### src/rtl/counter_nbit.sv
// Prescaled up/down counter with a programmable terminal value, wrap or saturate
// behaviour, a registered terminal-count pulse, a compare match and a sticky overflow flag.
module counter_nbit #(
  parameter int WIDTH      = 8,
  parameter int PRESCALE_W = 4,
  parameter bit SATURATE   = 1'b0
) (
  input  logic                  clk,
  input  logic                  rst_n,
  input  logic                  i_clear,
  input  logic                  i_set,
  input  logic [WIDTH-1:0]      i_data,
  input  logic                  i_trigger,
  input  logic                  i_down,
  input  logic [WIDTH-1:0]      i_max,
  input  logic [WIDTH-1:0]      i_cmp,
  input  logic [PRESCALE_W-1:0] i_presc,
  input  logic                  i_clr_ovf,
  output logic [WIDTH-1:0]      o_number,
  output logic                  o_tc,
  output logic                  o_match,
  output logic                  o_ovf
);

  logic [WIDTH-1:0]      count_q, count_d;
  logic [PRESCALE_W-1:0] pcnt_q, pcnt_d;
  logic                  tc_q, tc_d;
  logic                  ovf_q, ovf_d;
  logic                  step;

  always_comb begin
    count_d = count_q;
    pcnt_d  = pcnt_q;
    tc_d    = 1'b0;
    ovf_d   = ovf_q & ~i_clr_ovf;
    step    = 1'b0;

    if (i_clear) begin
      count_d = '0;
      pcnt_d  = '0;
    end else if (i_set) begin
      count_d = i_data;
      pcnt_d  = '0;
    end else if (i_trigger) begin
      // A prescaler left above a newly lowered divisor restarts without stepping.
      if (pcnt_q > i_presc) begin
        pcnt_d = '0;
      end else if (pcnt_q != i_presc) begin
        pcnt_d = pcnt_q + 1'b1;
      end else begin
        pcnt_d = '0;
        step   = 1'b1;
      end
    end

    if (step) begin
      if (!i_down) begin
        if (count_q >= i_max) begin
          count_d = SATURATE ? count_q : '0;
          tc_d    = 1'b1;
          ovf_d   = 1'b1;
        end else begin
          count_d = count_q + 1'b1;
        end
      end else begin
        if (count_q == '0) begin
          count_d = SATURATE ? count_q : i_max;
          tc_d    = 1'b1;
          ovf_d   = 1'b1;
        end else if (count_q > i_max) begin
          count_d = i_max;
        end else begin
          count_d = count_q - 1'b1;
        end
      end
    end
  end

  always_ff @(posedge clk) begin
    if (!rst_n) begin
      count_q <= '0;
      pcnt_q  <= '0;
      tc_q    <= 1'b0;
      ovf_q   <= 1'b0;
    end else begin
      count_q <= count_d;
      pcnt_q  <= pcnt_d;
      tc_q    <= tc_d;
      ovf_q   <= ovf_d;
    end
  end

  assign o_number = count_q;
  assign o_tc     = tc_q;
  assign o_ovf    = ovf_q;
  assign o_match  = (count_q == i_cmp);

endmodule
### config.mk
export PLATFORM = sky130hd
export DESIGN_NAME = counter_nbit
export DESIGN_NICKNAME = d
export VERILOG_FILES = /design/src/rtl/counter_nbit.sv
export SDC_FILE = /design/constraint.sdc
export NUM_CORES = 1
export LEC_CHECK = 0
export ABC_AREA = 1
export CAP_MARGIN = 10
export CELL_PAD_IN_SITES_DETAIL_PLACEMENT = 0
export CELL_PAD_IN_SITES_GLOBAL_PLACEMENT = 1
export CORE_UTILIZATION = 32
export DETAILED_ROUTE_END_ITERATION = 6
export HOLD_SLACK_MARGIN = 0.03
export PLACE_DENSITY = 0.84
export SLEW_MARGIN = 0
export SYNTH_ARGS = -nofsm -noshare
export SYNTH_HDL_FRONTEND = slang
export SYNTH_SLANG_ARGS = --single-unit
### constraint.sdc
create_clock -name clk -period 2.1 [get_ports clk]
set_input_delay 0.21 -clock clk [delete_from_list [all_inputs] [get_ports clk]]
set_output_delay 0.21 -clock clk [all_outputs]
set_load 0.05 [all_outputs]
* After elaboration in Yosys (flattened, before gate mapping)
Cells that the tools add are included.
** Word-level totals
- Register bits after elaboration :: 14
- Input bits :: 35
- Output and inout port bits :: 11
- Logic and storage cells :: 40
** Cells by class
- $add $sub $neg :: 3
- $lt $le $gt $ge :: 3
- Eq/ne operators :: 2
- Muxes and demuxes :: 21
- Bitwise gates (word level) :: 3
- Reduce and logical (&&, ||, !) cells :: 4
** Operator list (count)
- $mux W8 :: 7
- $mux W1 :: 12
- $add A8 B1 Y8 const B :: 1
- $eq A8 B8 Y1 :: 1
- $ge A8 B8 Y1 :: 1
- $gt A8 B8 Y1 :: 1
- $logic_not A8 Y1 :: 1
- $mux W4 :: 2
- $sub A8 B1 Y8 const B :: 1
- $add A4 B1 Y4 const B :: 1
- $gt A4 B4 Y1 :: 1
- $ne A4 B4 Y1 :: 1
- $reduce_bool A3 Y1 :: 1
- $reduce_or A3 Y1 :: 1
- $not A1 Y1 :: 2
- $reduce_and A2 Y1 :: 1
- $and A1 B1 Y1 :: 1

* Logic depth before layout (Yosys ltp)
- Depth after elaboration :: 7
- Depth in mapped cells :: 16
- Depth with buffers taken out :: 16

* Worst setup path after synthesis
No wires, ideal clock.
- Path type :: register to register
- Start :: register count_q[0] (netlist: o_number[0])
- End :: register count_q[5] (netlist: o_number[5])
- Library setup time :: 68 ps
- Arrival :: 2036 ps
- Required time :: 2032 ps
- Slack :: -3 ps
- Stages on the path, launching flop included :: 12
- Path buffers :: 0
- Period minus slack after synthesis :: 2103 ps
- Cells stage by stage :: dfxtp_1 > inv_1 > ha_1 > nand2_1 > nor2_1 > a21oi_1 > nand3_1 > inv_1 > nand3_1 > nand2_1 > nand2_1 > a21oi_2
** Between the ends
- Longest elaborated chain between the ends :: 5
- Elaborated cells on any way between the ends :: 10
- Classes of those cells :: add/sub (2); order compare (2); mux (5); reduce/logical (1)
** RTL lines
- start: declaration :: line 25 : logic [WIDTH-1:0] count_q, count_d;
- start signal: assignment :: line 86 : count_q <= count_d;
- $sub A8 B1 Y8 / $gt A8 B8 Y1 (equally long branches) :: line 73, 70
- $mux W8 :: line 70 : end else if (count_q > i_max) begin
- $mux W8 :: line 66 : if (count_q == '0) begin
- $mux W8 (*) :: line 57 : if (!i_down) begin
- $mux W8 (*) :: line 56 : if (step) begin
Every way passes the cells marked *; elsewhere a longest branch is shown, timed or not.
A chain may end at the register's enable or synchronous reset.

* Worst setup path in the final report
- Start :: input i_max[5]
- End :: register count_q[0] (netlist: o_number[0])
** Between the ends
- Longest elaborated chain between the ends :: 5
- Elaborated cells on any way between the ends :: 7
- Classes of those cells :: order compare (2); mux (5)
** RTL lines
- start: declaration :: line 15 : input logic [WIDTH-1:0] i_max,
- $gt A8 B8 Y1 :: line 70
- $mux W8 :: line 70
- $mux W8 :: line 66
- $mux W8 (*) :: line 57
- $mux W8 (*) :: line 56
Marks and branches as above.

==> impl_metrics.py <==
metrics = {
    "status": {
        "status": "finished with violations",
        "violations": "DRC",
    },
    "setup_path": {
        "cp-startpoint": "i_max[5]",
        "timing.rr.start": "o_number[0]",
        "worstSetupPathType": "in2reg",
        "cp_max_fo": 8,
        "worstPathRequired_ns": 2.28,
        "endpoint_kind": "register",
        "crit_path_start_kind": "primary input",
        "critPathArrivalTime_ns": 2.07,
    },
    "drt": {
        "drtPass1Iterations": 6,
        "drcViolationCount": 2,
        "ant_nets": 0,
        "drt-total-wl_mm": 4.300,
        "drt_iter0_drc": 69,
        "vias": 1676,
        "wl_per_cell_um": 11.85,
        "viasPerCell": 4.617,
    },
    "cts": {
        "insertion_delay_ns": 0.25,
        "post_cts_buffers": 0,
        "clk_pin_slew_worst_paths_ns": 0.06,
        "cts_buffers": 3,
        "htreeDepth": 1,
        "cts.repair.resized": 0,
        "cts_tree": "done",
        "cts_root_buf": "clkbuf_8",
        "clockBufferDepth": 2,
        "clock-sinks": 14,
        "cts_hold_buffers": 0,
    },
    "yosys": {
        "yosysWarnings": 0,
        "avgSynthCellArea_um2": 6.287,
        "syn-cell-area_um2": 1540,
        "netlist_instances": 245,
        "synthDistinctLibCells": 28,
        "seq_area_frac_synth": 0.1820,
        "ys_ff_latch": 14,
        "synth_nets": 296,
    },
    "cells_and_area": {
        "final_cells": 363,
        "final-seq-area_um2": 281.5,
        "insertedDiodeCount": 0,
        "syn2layout_area_growth_pct": 47.28,
        "drive_gt1_frac": 0.1447,
        "fin_area_um2": 2268,
        "fillers": 456,
        "num-nets-final": 363,
        "multi_input_area_um2": 1106,
        "final_util": 0.5070,
    },
    "sta": {
        "hold_violations": 0,
        "rsz0062_at_grt": "false",
        "worst_slew_pin_slew_ns": 0.4994,
        "holdWs_ns": 0.4776,
        "maxSlewHeadroom": 0.6660,
        "fmax_mhz": 530.0,
        "period_minus_slack_ns": 1.887,
        "fin_skew_ns": 0.002338,
        "finalCritPeriodShare": 0.8985,
        "finalSetupViolations": 0,
        "setup_ws_ns": 0.2132,
        "slew_violations": 0,
    },
    "grt": {
        "grt_overflow_total": 0,
        "grt_pass1_vias": 1656,
        "grt_pass1_wl_mm": 7.189,
        "grt_max_degree": 10,
        "use_met3": 0.03235,
        "busiest_layer": "met2",
        "antenna_found_initial": 0,
        "use_met2": 0.2921,
        "gr-usage-all-layers": 0.1776,
        "grtUsageMet1": 0.2349,
    },
    "die": {
        "die_y_um": 71.38,
        "initial_utilization": 0.3442,
        "core_region_area_um2": 4474,
        "die_x_um": 71.38,
        "rows": 24,
        "ios": 46,
        "die-area_um2": 5094,
    },
    "place": {
        "place_hpwl_mm": 3.512,
        "port_buffers": 45,
        "place_area_um2": 2193,
        "gp_congestion": 0.8842,
        "pre_cts_slack_ns": -0.09832,
        "placed_cells": 358,
    },
    "worst_hold_path": {
        "hp-start": "o_ovf",
        "holdCritPathClass": "reg2reg",
    },
    "pwr": {
        "p_leak_nw": 1.086,
        "p_per_area_nw_per_um2": 405.4,
        "ir_drop_mv": 0.3439,
    },
    "job": {
        "cap_violations": 0,
    },
}
[cells in the final DEF (no fill, tap or decap), types with 2 or more instances in the layout]
master and n:
inv_1 38, clkdlybuf4s50_1 44, nor2_1 20, nand2_2 3
nand3_2 3, nand2_4 2, a21oi_1 14, inv_2 4
a21oi_2 3, xnor2_1 10, nand4_1 4, buf_4 19
a211oi_1 2, dfxtp_1 13, xor2_1 8, nand3_1 21
nor2_2 2, clkbuf_8 4, ha_1 16, o21ai_0 8
nand2_1 64
[final cells by class]
cell class                      instances  area share
Multi-Input combinational cell        187      0.4876
Timing Repair Buffer                   64      0.2659
Sequential cell                        14      0.1241
Inverter                               42     0.06950
Tap cell                               52     0.02868
Clock buffer                            4     0.02427
[registers in the layout, summed over array words and instances (netlist names)]
register,flops
o_tc,1
o_ovf,1
o_number,8
pcnt_q,4
[stage by stage]
| stage | TNS (ns) | power [mW] |
|---|---|---|
| 3_5_place_dp | -0.6268 | 0.6450 |
| 3_3_place_gp | -0.3246 | 0.6435 |
| 2_1_floorplan | 0 | 0.4963 |
| 6_report | 0 | 0.9196 |
| 4_1_cts | 0 | 0.9216 |
| 5_1_grt | 0 | 0.9812 |
[cell families (layout without fill, tap and decap cells)]
group / Yosys count / count (layout) / share of synthesized area
adders and majority gates: 16 / 16 / 0.1300
DFF: 14 / 14 / 0.1820
AOI/OAI and AO/OA: 29 / 29 / 0.1040
buffers and inverters: 45 / 110 / 0.1129
xor gates and xnor gates: 18 / 18 / 0.1024
and+or+nand+nor: 123 / 124 / 0.3688
[Yosys cell counts]
cell | number | area share
buf_2 | 1 | 0.0032
nand3_2 | 3 | 0.019
nor3_2 | 1 | 0.0065
a21oi_1 | 15 | 0.049
inv_1 | 39 | 0.095
o21ai_0 | 8 | 0.026
inv_2 | 3 | 0.0073
xor2_1 | 8 | 0.045
clkbuf_1 | 1 | 0.0024
a21o_1 | 1 | 0.0049
nand2_2 | 2 | 0.0081
nand2_1 | 65 | 0.16
nand4_4 | 1 | 0.014
nand2_4 | 1 | 0.0073
nor3_1 | 1 | 0.0032
nor2_1 | 21 | 0.051
o21ai_1 | 1 | 0.0032
dfxtp_1 | 14 | 0.18
nand3_1 | 21 | 0.068
xnor2_1 | 10 | 0.057
nor2_4 | 1 | 0.0073
nor2_2 | 1 | 0.0041
nand3b_1 | 1 | 0.0049
a21oi_2 | 2 | 0.011
nand4_1 | 4 | 0.016
a211oi_1 | 2 | 0.0097
buf_4 | 1 | 0.0049
ha_1 | 16 | 0.13
[worst paths after layout]
kind,end,slack [ns],cells after the start
max,o_number[0],0.21,13
min,o_ovf,0.48,2
max reg2reg,o_number[4],0.32,11
min reg2reg,o_ovf,0.48,2
[metal layers]
layer,part of all wire,wire [um]
met3,0.048,207
met5,0,0
met4,0.015,66
met1,0.49,2093
met2,0.45,1932
[worst max-delay path, cell delays in order]
cell             delay (ns)
clkdlybuf4s50_1        0.47
inv_1                  0.06
ha_1                   0.31
nand2_1                0.08
nor2_1                 0.16
nand2_1                0.11
nand2_2                0.11
nand2_4                0.08
nand2_4                0.11
nand3_2                0.06
nand2_1                0.08
nand2_1                0.09
a21oi_2                0.13
[where the power goes]
part	internal (mW)	switching, mW	leakage [nW]
clock	0.166	0.108	0.0288
combinational	0.173	0.193	0.943
sequential	0.273	0.00669	0.114
(Power assumes the default switching activity.)
